**src/rtl/tone_sample_source.sv**
```systemverilog
// Phase-accumulator tone source feeding the CODEC DAC write port.
// One accepted write per generated sample; the pace comes from write_ready.
module tone_sample_source #(
  parameter int PHASE_W = 24,
  parameter int CNT_W   = 16
) (
  input  logic               CLOCK_50,
  input  logic               reset,
  input  logic               enable,
  input  logic [1:0]         wave_sel,
  input  logic [PHASE_W-1:0] tuning_word,
  input  logic [2:0]         volume,
  input  logic               write_ready,
  output logic               write,
  output logic [23:0]        writedata_left,
  output logic [23:0]        writedata_right,
  output logic [CNT_W-1:0]   sample_count
);

  typedef enum logic [1:0] {S_IDLE, S_CALC, S_WAIT, S_WRITE} state_t;

  state_t             state_q, state_d;
  logic [PHASE_W-1:0] phase_q, phase_d;
  logic [PHASE_W-1:0] tw_q, tw_d;
  logic               write_q, write_d;
  logic [23:0]        data_q, data_d;
  logic [CNT_W-1:0]   count_q, count_d;

  logic [23:0]        p;
  logic [22:0]        tri_t;
  logic [23:0]        raw;
  logic signed [23:0] shaped;

  // Waveform shaping from the top 24 phase bits, then volume attenuation.
  always_comb begin
    p     = phase_q[PHASE_W-1 -: 24];
    tri_t = p[23] ? ~p[22:0] : p[22:0];
    case (wave_sel)
      2'b00:   raw = p[23] ? 24'h800000 : 24'h7FFFFF;
      2'b01:   raw = p ^ 24'h800000;
      2'b10:   raw = {tri_t, 1'b0} ^ 24'h800000;
      default: raw = 24'h000000;
    endcase
    shaped = $signed(raw) >>> volume;
  end

  always_ff @(posedge CLOCK_50 or posedge reset) begin
    if (reset) begin
      state_q <= S_IDLE;
      phase_q <= '0;
      tw_q    <= '0;
      write_q <= 1'b0;
      data_q  <= '0;
      count_q <= '0;
    end else begin
      state_q <= state_d;
      phase_q <= phase_d;
      tw_q    <= tw_d;
      write_q <= write_d;
      data_q  <= data_d;
      count_q <= count_d;
    end
  end

  always_comb begin
    state_d = state_q;
    case (state_q)
      S_IDLE:  if (enable) state_d = S_CALC;
      S_CALC:  state_d = enable ? S_WAIT : S_IDLE;
      S_WAIT: begin
        if (!enable)          state_d = S_IDLE;
        else if (write_ready) state_d = S_WRITE;
      end
      S_WRITE: state_d = enable ? S_CALC : S_IDLE;
      default: state_d = S_IDLE;
    endcase
  end

  // The strobe, phase step and count all land on the edge that enters WRITE,
  // so the count seen alongside the strobe already includes that write.
  always_comb begin
    phase_d = phase_q;
    tw_d    = tw_q;
    write_d = 1'b0;
    data_d  = data_q;
    count_d = count_q;
    if (state_q == S_CALC) begin
      data_d = shaped;
      tw_d   = tuning_word;
    end
    if (state_q == S_WAIT && enable && write_ready) begin
      write_d = 1'b1;
      phase_d = phase_q + tw_q;
      count_d = count_q + {{(CNT_W-1){1'b0}}, 1'b1};
    end
    if (state_d == S_IDLE) data_d = '0;
  end

  assign write           = write_q;
  assign writedata_left  = data_q;
  assign writedata_right = data_q;
  assign sample_count    = count_q;

endmodule
```
**config.mk**
```make
export PLATFORM = sky130hd
export DESIGN_NAME = tone_sample_source
export DESIGN_NICKNAME = d
export VERILOG_FILES = /design/src/rtl/tone_sample_source.sv
export SDC_FILE = /design/constraint.sdc
export NUM_CORES = 1
export LEC_CHECK = 0
export BUFFER_PORTS_ARGS = -buffer_cell sky130_fd_sc_hd__clkbuf_2
export CORE_MARGIN = 3
export CORE_UTILIZATION = 35
export DETAILED_ROUTE_END_ITERATION = 16
export HOLD_SLACK_MARGIN = 0.05
export MAX_ROUTING_LAYER = met4
export SYNTH_ARGS = -nofsm -noshare
export SYNTH_HDL_FRONTEND = slang
export SYNTH_SLANG_ARGS = --single-unit
```
**constraint.sdc**
```tcl
create_clock -name CLOCK_50 -period 5.6 [get_ports CLOCK_50]
set_input_delay 0.56 -clock CLOCK_50 [delete_from_list [all_inputs] [get_ports CLOCK_50]]
set_output_delay 0.56 -clock CLOCK_50 [all_outputs]
set_load 0.005 [all_outputs]
```
==> metrics.txt <==
status completed; row count 48; Distinct cells, synth between 50 and 60; WP data arrival 2960 ps; Hold Path Class primary input to async pin; RSZ-0062 raised after global routing no; setup ws final 2850 ps; total wire length 14.8 mm; clock sink total 91; commonest non-fill, non-tap cell in the layout nand2_1; Max Cap Viol 0; CP Capture Type flop; core region area 17400 µm²; Worst Reg-to-Reg Cells 9; # DRC 0; post-cts sizing count 0; pre-CTS WS 2790 ps; Worst Clk Skew 7.58 ps; crit path time final 2750 ps; largest net degree at the start of global routing 61; total track usage 16.3%; Detailed Place HPWL 11.1 mm; number of antenna repair diodes 0; initial drt markers roughly 300; Syn-to-layout area delta 12.2%; die width 140 µm; Final Cycle Share 49.0%; area of the mapped netlist ~6300 µm²; routed vias between 5000 and 6000; number of buffers added on ports 97; CTS buffer count 9; crit-path max FO 5; slowest CP cell dfrtp_1; gpl congestion 0.834; final instance area ~7000 µm²; Max Slew Vio Count 0; share of post-route cells with drive strength above 1 19.1%; Die ar. about 20000 µm²; CP Launch Type flop; final hold violations 0; Fin Setup TNS 0 ps; DR vias/cell 5.07; critical path's largest stage delay 440 ps; wire per inst around 15 µm; final setup vio count 0; register area share after synthesis between 30% and 40%; Power Dens Cells about 430 nW/µm²; Syn. warnings 0; Post-DP Area 6730 µm²; leak pwr approximately 0.0034 µW; CTS clk-pin slew, worst paths 70 ps; measured slew at the worst slew-check pin 1030 ps; post-CTS setup buffers 0; slew margin rel. 31.6%; critical-path cell list ha_1 -> fa_1 -> a211oi_1 -> o21ai_1 -> a211oi_1 -> nor2_1 -> a41oi_1 -> xor2_1 -> o21ai_1; GRT overflow 0; first-pass GRT wire length approximately 26 mm; Mapped Nets roughly 780; NumNets Final 825; First-pass DRT Iterations 4; most frequent cells in the layout nand2_1 (131), clkbuf_2 (97), dfrtp_1 (91), xnor2_1 (43), o21ai_0 (37); Detail Route Antenna Nets 0; Main synth FF type dfrtp_1; Boundary Pins 98; clk_lat worst skew about 350 ps; WS Path Type flop to flop; post-synthesis async set-or-reset flop share 100%; Max clock buf depth 2; initial core utilization between 30% and 40%; H-tree Lvls 3; Die H 140 µm; Hold-fix buffers, CTS 0; CP required 5820 ps; Syn Area/Cell 8.72 µm²; Post-synth EDFFs 0; Worst VDD drop about 150 µV; Syn Inst Count 718; initial antenna violation count 0; Yosys reg bits 91; fmax between 300 and 400 MHz; TritonCTS clock tree done; vias in the first global route just under 5000; Root Buffer clkbuf_16
[state kept, by name (all words and copies together), names as in the netlist]
signal,flops
write,1
sample_count,16
writedata_left,24
p,24
tw_q,24
state_q,2
[stage by stage]
| stage | std cells | hold slack [ps] | total power, µW | util (%) |
|---|---|---|---|---|
| floorplan | 718 | 452 | 2080 | - |
| global placement | 981 | 460 | 2410 | 38.6 |
| detailed placement | 981 | 472 | 2410 | 38.6 |
| CTS | 996 | 233 | 3040 | 40.3 |
| global route | 996 | 261 | 3280 | 40.3 |
| finish | 996 | 217 | 3020 | 40.3 |
[area by class of cell]
class	count	area, µm²
Fill cell	1800	10400
Multi-Input combinational cell	553	3610
Sequential cell	91	2280
Timing Repair Buffer	102	523
Tap cell	225	282
Clock buffer	9	225
Clock inverter	6	66.3
Inverter	10	38.8
[report_power, final]
group | internal [µW] | switching [µW] | leakage (µW)
combinational | 623 | 786 | 0.00203
clock | 345 | 264 | 0.000146
sequential | 811 | 187 | 0.00118
[final timing paths]
kind	from	end	slack, ps
worst max-delay path	p[0]	p[22]	2850
worst min-delay path	reset	sample_count[7]	220
worst max register to register	p[0]	p[22]	2850
worst min register to register	tw_q[11]	tw_q[11]	480
max in group asynchronous	reset	writedata_left[19]	4220
min in group CLOCK_50	tuning_word[7]	tw_q[7]	400
[kinds of logic after synthesis]
group           after synthesis  share of synthesized area, %
fa+ha+maj                    25                          5.12
flops                        91                          36.4
xor+xnor                     54                          7.56
mux                          49                          9.10
simple gates                253                          18.5
compound gates              172                          17.4
buf+inv                      74                          6.02
[routing by layer]
metal	global-route usage (%)	routed length [µm]
met5	-	0
met4	4.54	211
met3	3.09	641
met2	23.8	6260
met1	23.1	7670
[cell usage after synthesis (3+ instances only)]
master     count  area [µm²]
a2111oi_0      3        26.3
a211oi_1       5        37.5
a21o_1        13        97.6
a21oi_1       32         160
a22oi_1       14         105
a31oi_1        4        25.0
and3_1         6        37.5
and4_1         3        26.3
buf_1          5        18.8
buf_2          7        35.0
buf_4         24         180
clkbuf_1      28         105
dfrtp_1       91        2280
ha_1          24         300
inv_1          6        22.5
mux2_2        13         146
mux2i_1       31         310
mux4_2         5         113
nand2_1      131         492
nand2b_1       4        25.0
nand3_1       29         145
nand4_1        5        31.3
nor2_1        33         124
nor2b_1       28         175
nor3_1         3        15.0
nor3b_1        4        30.0
o211ai_1       4        30.0
o21a_1         4        30.0
o21ai_0       37         185
o21ai_1       28         140
o21bai_1       3        22.5
o31ai_1        5        37.5
or2_2          3        18.8
xnor2_1       43         377
xor2_1        11        96.3
[critical path, delay by kind of cell (launching register included)]
| kind | cells | cell delay, ps |
|---|---|---|
| and+or+nand+nor | 1 | 140 |
| adders and majority gates | 2 | 690 |
| AOI/OAI and AO/OA | 5 | 1140 |
| DFF | 1 | 440 |
| xor gates and xnor gates | 1 | 190 |
Power figures use the tool's default switching activity.
